File: config.mk
export PLATFORM = sky130hd
export DESIGN_NAME = serial_adder
export DESIGN_NICKNAME = d
export VERILOG_FILES = /design/src/rtl/serial_adder.sv
export SDC_FILE = /design/constraint.sdc
export NUM_CORES = 1
export LEC_CHECK = 0
export CAP_MARGIN = 20
export CORE_ASPECT_RATIO = 1.2
export CORE_UTILIZATION = 40
export DETAILED_ROUTE_END_ITERATION = 7
export DONT_BUFFER_PORTS = 1
export GPL_TIMING_DRIVEN = 0
export SETUP_SLACK_MARGIN = 0.4
export SLEW_MARGIN = 0
export SYNTH_ARGS = -nofsm -noshare
export SYNTH_HDL_FRONTEND = slang
export SYNTH_SLANG_ARGS = --single-unit
File: constraint.sdc
create_clock -name clk -period 2.4 [get_ports clk]
set_clock_uncertainty 0.15 [all_clocks]
set_input_delay 0.48 -clock clk [delete_from_list [all_inputs] [get_ports clk]]
set_output_delay 0.48 -clock clk [all_outputs]
set_load 0.1 [all_outputs]
File: src/rtl/serial_adder.sv
// -----------------------------------------------------------------------------
// serial_adder
//
// Multi-cycle adder. It computes a + b + cin over WIDTH bits, DIGIT bits per
// clock, starting at the LSB. The result is sum, carry-out and two's-complement
// overflow. Both sides use a valid/ready handshake.
//
// An accepted operation takes N = WIDTH/DIGIT compute cycles. The result is then
// held in DONE until the consumer takes it. Partial sums build up in an internal
// shift register. The sum port is loaded only when the last digit completes.
//
// Parameters
//   WIDTH     operand / sum width (>= 2)
//   DIGIT     bits added per cycle; must divide WIDTH
//
// Ports
//   clk       rising-edge clock
//   rst       synchronous, active-high reset
//   in_valid  operands a, b, cin are valid
//   in_ready  block can accept operands (registered)
//   a, b      WIDTH-bit operands
//   cin       carry-in
//   out_valid sum, cout, ovf are valid (registered)
//   out_ready consumer accepts the result
//   sum       (a + b + cin) mod 2^WIDTH
//   cout      carry out of bit WIDTH-1
//   ovf       two's-complement overflow
// -----------------------------------------------------------------------------
module serial_adder #(
  parameter int WIDTH = 8,
  parameter int DIGIT = 1
) (
  input  logic             clk,
  input  logic             rst,
  input  logic             in_valid,
  output logic             in_ready,
  input  logic [WIDTH-1:0] a,
  input  logic [WIDTH-1:0] b,
  input  logic             cin,
  output logic             out_valid,
  input  logic             out_ready,
  output logic [WIDTH-1:0] sum,
  output logic             cout,
  output logic             ovf
);

  localparam int N     = WIDTH / DIGIT;
  localparam int CNT_W = (N > 1) ? $clog2(N) : 1;
  localparam logic [CNT_W-1:0] LAST_DIGIT = CNT_W'(N - 1);

  typedef enum logic [1:0] {
    IDLE,
    RUN,
    DONE
  } state_e;

  state_e             state_q,     state_d;
  logic               in_ready_q,  in_ready_d;
  logic               out_valid_q, out_valid_d;
  logic [WIDTH-1:0]   a_sr_q,      a_sr_d;
  logic [WIDTH-1:0]   b_sr_q,      b_sr_d;
  logic [WIDTH-1:0]   sum_sr_q,    sum_sr_d;
  // The operand sign bits are shifted out of a_sr/b_sr before the overflow
  // decision. They are therefore captured separately when the operands are accepted.
  logic               a_msb_q,     a_msb_d;
  logic               b_msb_q,     b_msb_d;
  logic               carry_q,     carry_d;
  logic [CNT_W-1:0]   cnt_q,       cnt_d;
  logic [WIDTH-1:0]   sum_q,       sum_d;
  logic               cout_q,      cout_d;
  logic               ovf_q,       ovf_d;

  // {carry, digit} for the digit currently at the bottom of the shift registers
  logic [DIGIT:0]     digit_sum;

  // NOTE: every signal assigned in this block gets a default first. A branch
  // that skips an assignment would otherwise infer a latch.
  always_comb begin
    digit_sum = {1'b0, a_sr_q[DIGIT-1:0]} + {1'b0, b_sr_q[DIGIT-1:0]}
              + {{DIGIT{1'b0}}, carry_q};

    state_d     = state_q;
    in_ready_d  = in_ready_q;
    out_valid_d = out_valid_q;
    a_sr_d      = a_sr_q;
    b_sr_d      = b_sr_q;
    sum_sr_d    = sum_sr_q;
    a_msb_d     = a_msb_q;
    b_msb_d     = b_msb_q;
    carry_d     = carry_q;
    cnt_d       = cnt_q;
    sum_d       = sum_q;
    cout_d      = cout_q;
    ovf_d       = ovf_q;

    unique case (state_q)
      IDLE: begin
        if (in_valid && in_ready_q) begin
          state_d    = RUN;
          in_ready_d = 1'b0;
          a_sr_d     = a;
          b_sr_d     = b;
          a_msb_d    = a[WIDTH-1];
          b_msb_d    = b[WIDTH-1];
          carry_d    = cin;
          cnt_d      = '0;
        end
      end

      RUN: begin
        a_sr_d   = a_sr_q >> DIGIT;
        b_sr_d   = b_sr_q >> DIGIT;
        // The new digit enters at the MSB end. After N shifts the first
        // digit computed has reached bit 0.
        sum_sr_d = (sum_sr_q >> DIGIT)
                 | (WIDTH'(digit_sum[DIGIT-1:0]) << (WIDTH - DIGIT));
        carry_d  = digit_sum[DIGIT];
        cnt_d    = cnt_q + CNT_W'(1);
        if (cnt_q == LAST_DIGIT) begin
          state_d     = DONE;
          out_valid_d = 1'b1;
          sum_d       = sum_sr_d;
          cout_d      = digit_sum[DIGIT];
          ovf_d       = (a_msb_q == b_msb_q) && (sum_sr_d[WIDTH-1] != a_msb_q);
        end
      end

      DONE: begin
        // A pending input is accepted at the next edge at the earliest,
        // because in_ready rises only after this edge.
        if (out_ready) begin
          state_d     = IDLE;
          out_valid_d = 1'b0;
          in_ready_d  = 1'b1;
        end
      end

      default: begin
        state_d     = IDLE;
        in_ready_d  = 1'b1;
        out_valid_d = 1'b0;
      end
    endcase
  end

  // NOTE: state is updated with non-blocking assignments only. Every flop then
  // samples the pre-edge values, whatever order the statements appear in.
  always_ff @(posedge clk) begin
    if (rst) begin
      state_q     <= IDLE;
      in_ready_q  <= 1'b1;
      out_valid_q <= 1'b0;
      a_sr_q      <= '0;
      b_sr_q      <= '0;
      sum_sr_q    <= '0;
      a_msb_q     <= 1'b0;
      b_msb_q     <= 1'b0;
      carry_q     <= 1'b0;
      cnt_q       <= '0;
      sum_q       <= '0;
      cout_q      <= 1'b0;
      ovf_q       <= 1'b0;
    end else begin
      state_q     <= state_d;
      in_ready_q  <= in_ready_d;
      out_valid_q <= out_valid_d;
      a_sr_q      <= a_sr_d;
      b_sr_q      <= b_sr_d;
      sum_sr_q    <= sum_sr_d;
      a_msb_q     <= a_msb_d;
      b_msb_q     <= b_msb_d;
      carry_q     <= carry_d;
      cnt_q       <= cnt_d;
      sum_q       <= sum_d;
      cout_q      <= cout_d;
      ovf_q       <= ovf_d;
    end
  end

  assign in_ready  = in_ready_q;
  assign out_valid = out_valid_q;
  assign sum       = sum_q;
  assign cout      = cout_q;
  assign ovf       = ovf_q;

endmodule

* Yosys cells after proc, flatten, opt, wreduce, memory -nomap -nowiden
Index checks and enable logic that the tools add are counted.
** Word-level totals
- Register bits :: 44
- Input port bits :: 21
- Output and inout bits :: 12
- Logic and storage cells :: 55
** Operators by class
- Add/sub/neg operators :: 3
- Equal/unequal tests :: 8
- Multiplexer cells :: 18
- Bitwise gates (word level) :: 3
- Reductions and logical operators :: 10
** Operators by type and width (count)
- $pmux W8 S2 :: 2
- $mux W8 :: 2
- $reduce_and A3 Y1 :: 3
- $or A7 B8 Y8 :: 1
- $mux W2 :: 3
- $ne A2 B2 Y1 const B :: 3
- $pmux W1 S3 :: 2
- $pmux W2 S3 :: 1
- $pmux W3 S2 :: 1
- $reduce_and A2 Y1 :: 3
- $mux W1 :: 5
- $add A3 B1 Y3 const B :: 1
- $eq A3 B3 Y1 const B :: 1
- $mux W3 :: 1
- $add A1 B1 Y2 :: 1
- $add A2 B1 Y2 :: 1
- $eq A2 B1 Y1 const B :: 1
- $eq A2 B2 Y1 const B :: 1
- $logic_and A1 B1 Y1 :: 2
- $logic_not A2 Y1 :: 1
- $not A1 Y1 :: 2
- $pmux W1 S2 :: 1
- $reduce_bool A2 Y1 :: 1
- $eq A1 B1 Y1 :: 1
- $ne A1 B1 Y1 :: 1

* Logic depth before layout (Yosys ltp)
Gate-level depths: netlist of run 1.
- Depth after elaboration :: 5
- Depth in mapped cells :: 6
- Gate-level depth less buffers :: 5

* Worst setup path before layout of run 1
OpenSTA, ideal clock, no wires.
- Path type :: reg-to-reg
- Start point :: register in_ready_q, in the netlist in_ready
- End point :: register a_sr_q[2]
- Library setup time :: 86 ps
- Arrival :: 1755 ps
- Required time :: 2164 ps
- Path slack :: 408 ps
- Stages on the path, launching flop included :: 4
- Path buffers :: 1
- Clock period less this slack :: 1992 ps
- Cells stage by stage :: dfxtp_1 > nand3b_1 > buf_2 > a221oi_2
** Between the ends
- Cells in the longest elaborated chain, start to end :: 3
** RTL lines
- start, declared :: RTL line 58 : logic in_ready_q, in_ready_d;
- start signal, assigned :: RTL line 165 : in_ready_q <= in_ready_d;
- $logic_and A1 B1 Y1 :: RTL line 98 : if (in_valid && in_ready_q) begin
- $ne A2 B2 Y1 (no line)
- $reduce_and A2 Y1 (no line)
- end signal, assigned :: RTL line 167 : a_sr_q <= a_sr_d;
- end, declared :: RTL line 60 : logic [WIDTH-1:0] a_sr_q, a_sr_d;
No other way between the ends.
A chain may end at the register's enable or synchronous reset.

* Worst setup path in the final report of run 1
- Start point :: register a_sr_q[0]
- End point :: register ovf_q, in the netlist ovf
** Between the ends
- Cells in the longest elaborated chain, start to end :: 5
** RTL lines
- $add A1 B1 Y2 :: RTL line 79 : digit_sum = {1'b0, a_sr_q[DIGIT-1:0]} + {1'b0, b_sr_q[DIGIT-1:0]}
- $add A2 B1 Y2 :: RTL line 80 : + {{DIGIT{1'b0}}, carry_q};
- named net digit_sum[0] :: RTL line 74 : logic [DIGIT:0] digit_sum;
- $or A7 B8 Y8 :: RTL line 116 : | (WIDTH'(digit_sum[DIGIT-1:0]) << (WIDTH - DIGIT));
- $ne A1 B1 Y1 :: RTL line 124 : ovf_d = (a_msb_q == b_msb_q) && (sum_sr_d[WIDTH-1] != a_msb_q);
- $logic_and A1 B1 Y1 :: RTL line 124
- end signal, assigned :: RTL line 176 : ovf_q <= ovf_d;
- end, declared :: RTL line 71 : logic ovf_q, ovf_d;
The timed path passes the listed nets, and every way through them passes these cells.

==> results of run 1 <==
## sequential cells by signal, indices dropped and copies added, names as in the netlist
| signal | flops |
|---|---|
| in_ready | 1 |
| carry_q | 1 |
| b_sr_q | 8 |
| out_valid | 1 |
| sum | 8 |
| ovf | 1 |
| state_q | 2 |
| b_msb_q | 1 |
| a_sr_q | 8 |
| cnt_q | 3 |
| sum_sr_q | 7 |
| cout | 1 |
| a_msb_q | 1 |
## routing by layer
metal,vias up,share of wire,track usage
met3,2,0.054,0.0500
met1,646,0.44,0.203
met2,26,0.50,0.272
met5,-,0,0
met4,0,0.0029,0.0356
li1,711,-,-
## power by group through the flow
stage / combinational [mW] / clock [mW] / sequential [mW]
after detailed placement: 0.253 / 0 / 0.811
after global routing: 0.280 / 0.625 / 0.800
after CTS: 0.254 / 0.590 / 0.794
final: 0.253 / 0.567 / 0.795
after floorplan: 0.212 / 0 / 0.803
after global placement: 0.252 / 0 / 0.809
## kinds of logic (layout without fill, tap and decap cells)
group | after synthesis | count (layout)
buf+inv | 17 | 25
fa+ha+maj | 3 | 3
mux | 15 | 15
flops | 43 | 43
compound gates | 44 | 44
simple gates | 76 | 76
## Yosys cell counts, types with 2 or more instances
master / number / area [um^2]
a21oi_1: 25 / 125
a221oi_1: 5 / 43.8
a221oi_2: 10 / 150
buf_2: 4 / 20.0
buf_4: 3 / 22.5
clkbuf_1: 5 / 18.8
dfxtp_1: 43 / 861
ha_1: 2 / 25.0
mux2i_1: 15 / 150
nand2_1: 38 / 143
nand3_1: 5 / 25.0
nand3b_1: 3 / 22.5
nor2_1: 21 / 78.8
## placed cells by master (no fill, tap or decap), types with 2 or more instances in the layout
master	count
nand3_1	5
buf_4	3
nor2_1	21
nand3b_1	3
a221oi_1	5
mux2i_1	15
buf_2	4
clkbuf_1	5
dfxtp_1	42
a21oi_1	25
a221oi_2	10
ha_1	2
clkbuf_8	7
nand2_1	38
## worst max-delay path: stages (launching register included)
cell and delay [ns]:
dfxtp_1 0.34, fa_2 0.62, or3b_2 0.45, a311oi_1 0.26
## through the flow
step | total power [mW] | hold WS, ns
2_1_floorplan | 1.02 | 0.282
4_1_cts | 1.64 | 0.228
5_1_grt | 1.71 | 0.230
3_3_place_gp | 1.06 | 0.293
3_5_place_dp | 1.06 | 0.301
6_report | 1.61 | 0.230
## cell type report
class	count	area [um^2]	share of cell area
Multi-Input combinational cell	138	911	0.436
Tap cell	58	72.6	0.0348
Clock inverter	2	35.0	0.0168
Inverter	1	3.75	0.00180
Sequential cell	43	862	0.413
Clock buffer	6	82.6	0.0395
Buffer	16	121	0.0581
## what timing repair did
action | CTS | global route
endpoints found under the hold margin | 0 | 0
setup endpoints to repair | 11 | 1
cloned | 0 | 0
pin swaps | 0 | 0
resized for setup | 1 | 1
## worst paths after layout
check	startpoint	slack, ns	end	cells after the start
max	a_sr_q[0]	0.50	ovf	3
min	b[7]	0.23	b_sr_q[7]	2
max reg2reg	a_sr_q[0]	0.50	ovf	3
min reg2reg	sum_sr_q[1]	0.31	sum[0]	2
==> impl_results.md, run 1 <==
* Dpl hpwl at 2700 um
* Unrepaired setup endpoints after global routing: false
* Hold crit path type: input port to register
* RePlAce Congestion at 0.763
* First drt pass iteration count at 4
* Mapped Cells at 198
* Setup TNS at 0 ns
* Mapped Nets at 222
* Clock Power Share at 0.351
* FP Rows at 27
* Nets@finish at 229
* Total GRT Usage at 0.163
* Fin. Hold Viols at 0
* Routed WL per cell at 14.2 um
* Flop pwr share at 0.492
* Final worst slack at 0.501 ns
* Run status: finished, final reports clean
* Psw at 0.405 mW
* Largest family of logic cells by synthesized area: simple AND/OR/NAND/NOR gates
* Tmin final at 1.90 ns
* Max-slew headroom at 0.338
* Crit start category: register
* Clock latency on the worst-skew pair at 0.28 ns
* First-pass GRT wire length at 6420 um
* Clk buf depth at 2
* Worst slew pin tran at 0.991 ns
* Fin cells at 264
* Final instance area at 0.00209 mm^2
* Initial antenna violation count at 0
* Antenna cells at 0
* Max Cap Viol at 0
* Max Fanout on Critical Path at 4
* Placed cell areas at 0.00197 mm^2
* Largest net degree at the start of global routing at 14
* CTS tree: done
* Die width at 64.8 um
* Crit path arrival time at 1.94 ns
* Antenna viol nets, final at 0
* Power Density at 773 mW/mm^2
* Compound-gate portion of the synthesized area at 0.184
* Io pins at 33
* Core Box Area at 0.00456 mm^2
* Seq/Total Area, Yosys at 0.454
* EDFF count, synth at 0
* DIE AREA at 0.00502 mm^2
* Yosys reg bits at 43
* Gate power share at 0.157
* Vias in the first global route at 1378
* Final setup vio count at 0
* Initial DRC Count at 81
* Avg Cell Area, Syn at 9.57 um^2
* Count of different cell masters after synthesis at 32
* Port buffer count at 0
* Tcrit/Tclk final at 0.791
* VDD IR max at 377 uV
* Layout filler cell count at 458
* # hold bufs at CTS at 0
* Clk root buf: clkbuf_8
* Internal Dissipation at 1.21 mW
* Fraction of synthesized area in multiplexers at 0.0793
* CTS buffer count at 5
* Place WS at 0.190 ns
* Fmax at 0.526 GHz
* Pleak at 0.813 nW
* CP Class: register to register
* Endpoint type of the worst setup path: register
* Dpl cells at 256
* Syn. warnings at 0
* Residual DRC at 0
* Layout Utilization at 0.458
* Die height at 77.4 um
* Clock transition at path regs at 0.08 ns
* Synthesized cell area at 0.00189 mm^2
* Post-Synth XOR/XNOR Area at 0
* Post-synth top flop: dfxtp_1
* Via density at 5.25
* Ys async rst share at 0
* Grt ovf at 0
* Post-synthesis adder-cell area fraction at 0.0238
* H-Tree Depth at 2
* Starting density of the core at 0.415
* CP required at 2.44 ns
* Total Wirelength at 3740 um
* Area Growth Syn to Fin at 10.2%
* Share of cells above drive strength 1 at 0.180
* Pins Over Slew Limit at 0
* Post-synthesis simple-gate area fraction at 0.193
* Vias at 1385
* Switching Share at 0.251
* Clock Sinks at 43
* Post-CTS setup repair buffer count at 0
(Power assumes the default switching activity.)
==> run 2, diff against run 1 <==
clock period = 1.6 ns   (was 2.4 ns; I/O delays follow)
==> run 2 against run 1 <==
The run now ends with setup timing left. Design area grew 35%. Routed wire length grew 31%. Sequential share of layout area shrank 8.7 points. Sequential power grew 48%. Power grew 67%. Global-route usage grew 3.8 points. Critical path depth is the same. Sequential cell count is the same. Final cell count grew 10%. Clock power grew 53%. First-iteration DRC count shrank 44%. Critical path type unchanged. Highest routed layer unchanged.
==> impl_results.md, run 2 (synthesis gave the netlist of run 1 again) <==
* Run status: finished with violations
* Failing checks: setup timing
* Routed WL per cell at 16.8 um (+19%)
* Fmax at 0.574 GHz (+9.1%)
* Reg2Reg Depth at 3 (unchanged)
* CP max stage delay at 0.59 ns (-0.03 ns)
* Hold crit path type: input port to register
* Endpoint type of the worst setup path: register
* CP Class: register to register
* Die height at 77.4 um (unchanged)
* Gate power share at 0.241 (+0.084)
* Tmin final at 1.74 ns (-0.158 ns)
* Pleak at 1.21 nW (+49%)
* Highest-delay cell along the critical path: fa_2
* Flop pwr share at 0.438 (-0.054)
* RePlAce Congestion at 0.770 (+0.88%)
* Max-slew headroom at 0.662 (+0.324)
* Total GRT Usage at 0.200 (+0.0377)
* DIE AREA at 0.00502 mm^2 (unchanged)
* Clock latency on the worst-skew pair at 0.29 ns (about the same)
* Vias in the first global route at 1588 (+15%)
* Core Box Area at 0.00456 mm^2 (unchanged)
* CP required at 1.65 ns (-0.79 ns)
* Fin. Hold Viols at 0 (unchanged)
* FP Rows at 27 (unchanged)
* Final instance area at 0.00282 mm^2 (+35%)
* PnR Total Power at 2.70 mW (+67%)
* Worst R2R End: ovf
* Dpl hpwl at 2910 um (+7.7%)
* Hold path depth at 2 (unchanged)
* Via density at 5.44 (+3.7%)
* FF/Latch Area at 920 um^2 (+6.7%)
* Worst r2r src: b_sr_q[0]
* Most common cell after layout, fill and taps aside: dfxtp_1
* Area Growth Syn to Fin at 48.9%
* Commonest cells after routing, fill and taps aside: 24 x dfxtp_1, 20 x nor2_1, 19 x nand2_1
* Initial antenna violation count at 0 (unchanged)
* H-Tree Depth at 2 (unchanged)
* Clock Power Share at 0.321 (-0.030)
* First drt pass iteration count at 4 (unchanged)
* First-pass GRT wire length at 7560 um (+18%)
* Crit path arrival time at 1.80 ns (-0.14 ns)
* Pins Over Slew Limit at 0 (unchanged)
* Final worst slack at -0.142 ns (-0.642 ns)
* Switching Share at 0.271 (+0.0205)
* Crit start category: register
* Antenna viol nets, final at 0 (unchanged)
* Grt ovf at 0 (unchanged)
* CTS buffer count at 5 (unchanged)
* Clk root buf: clkbuf_8
* Share of cells above drive strength 1 at 0.588 (+0.408)
* Placed cell areas at 0.00210 mm^2 (+7.0%)
* CTS tree: done
* Tcrit/Tclk final at 1.09 (+0.297)
* Unrepaired setup endpoints after global routing: true
* Starting density of the core at 0.415 (unchanged)
* Max Cap Viol at 0 (unchanged)
* Initial DRC Count at 45 (-44%)
* Io pins at 33 (unchanged)
* Antenna cells at 0 (unchanged)
* Port buffer count at 0 (unchanged)
* Largest net degree at the start of global routing at 14 (unchanged)
* Power Density at 957 mW/mm^2 (+24%)
* Clk buf depth at 2 (unchanged)
* Nets@finish at 256 (+12%)
* Buf+Inv Stages, Crit Path at 0 (unchanged)
* Clock Sinks at 43 (unchanged)
* Min-delay src: a[7]
* Psw at 0.732 mW (+81%)
* Layout filler cell count at 360 (-21%)
* Total Wirelength at 4890 um (+31%)
* Max Fanout on Critical Path at 2 (-2)
* Worst slew pin tran at 0.506 ns (-0.485 ns)
* Critical path's top delay family: adder cells
* Area of the multi-input gates at 0.00120 mm^2 (+31%)
* Clock transition at path regs at 0.08 ns (about the same)
* Reg2reg setup slack at -0.14 ns (-0.64 ns)
* Hold EP: a_msb_q
* VDD IR max at 651 uV (+73%)
* Die width at 64.8 um (unchanged)
* Internal Dissipation at 1.97 mW (+63%)
* Critical Path, Cell by Cell: fa_2 -> or3b_4 -> a311oi_2
* Residual DRC at 0 (unchanged)
* Final setup vio count at 1 (+1)
* Vias at 1583 (+14%)
==> run 2: cell types whose count changed in the layout (fill, tap and decap cells not counted), moves of 13 or more <==
cell,delta
dfxtp_4,+14
a21oi_1,-18
nand2_1,-19
nand2_4,+13
a21oi_2,+18
dfxtp_1,-18
==> run 2: layout make-up <==
cell class,instances,area share
multi-input combinational,138,0.424
sequential,43,0.326
timing repair buffer,27,0.116
buffer,16,0.0656
clock buffer,6,0.0293
tap,58,0.0257
clock inverter,2,0.0124
inverter,1,0.00133
==> run 2: power groups by stage <==
stage	registers (mW)	logic, mW	clock network, mW
6_report	1.18	0.652	0.867
4_1_cts	1.18	0.611	0.890
5_1_grt	1.19	0.693	0.934
3_3_place_gp	1.22	0.408	0
3_5_place_dp	1.22	0.425	0
2_1_floorplan	1.21	0.357	0
==> run 2: repair_timing <==
action / CTS / global route
gates cloned: 6 / 0
resized for setup: 68 / 28
pin swaps: 12 / 8
setup endpoints to repair: 55 / 55
hold buffers: 0 / 0
buffers inserted: 18 / 3
==> run 2: stage by stage <==
step / hold WS [ns] / worst slack, ns / utilization / instances / setup TNS (ns)
CTS: 0.0387 / -0.149 / 0.590 / 288 / -0.149
global placement: 0.295 / -0.156 / 0.461 / 256 / -0.156
finish: 0.0510 / -0.142 / 0.619 / 291 / -0.142
floorplan: 0.279 / -0.0626 / - / 198 / -0.0626
global route: 0.0393 / -0.189 / 0.619 / 291 / -0.189
detailed placement: 0.305 / -0.203 / 0.461 / 256 / -0.203
==> run 2: per-layer routing <==
layer | global-route usage | share of wire
met1 | 0.210 | 0.39
met2 | 0.374 | 0.56
met3 | 0.0500 | 0.038
met4 | 0.0733 | 0.019
met5 | 0 | 0
==> run 2: worst max-delay path by stage <==
| stage | from | endpoint | slack [ns] | depth (start not counted) |
|---|---|---|---|---|
| 2_1_floorplan | carry_q | ovf | -0.06 | 3 |
| 3_3_place_gp | carry_q | ovf | -0.16 | 3 |
| 3_5_place_dp | carry_q | ovf | -0.20 | 3 |
| 4_1_cts | b_sr_q[0] | ovf | -0.15 | 3 |
| 5_1_grt | b_sr_q[0] | ovf | -0.19 | 3 |
| 6_report | b_sr_q[0] | ovf | -0.14 | 3 |
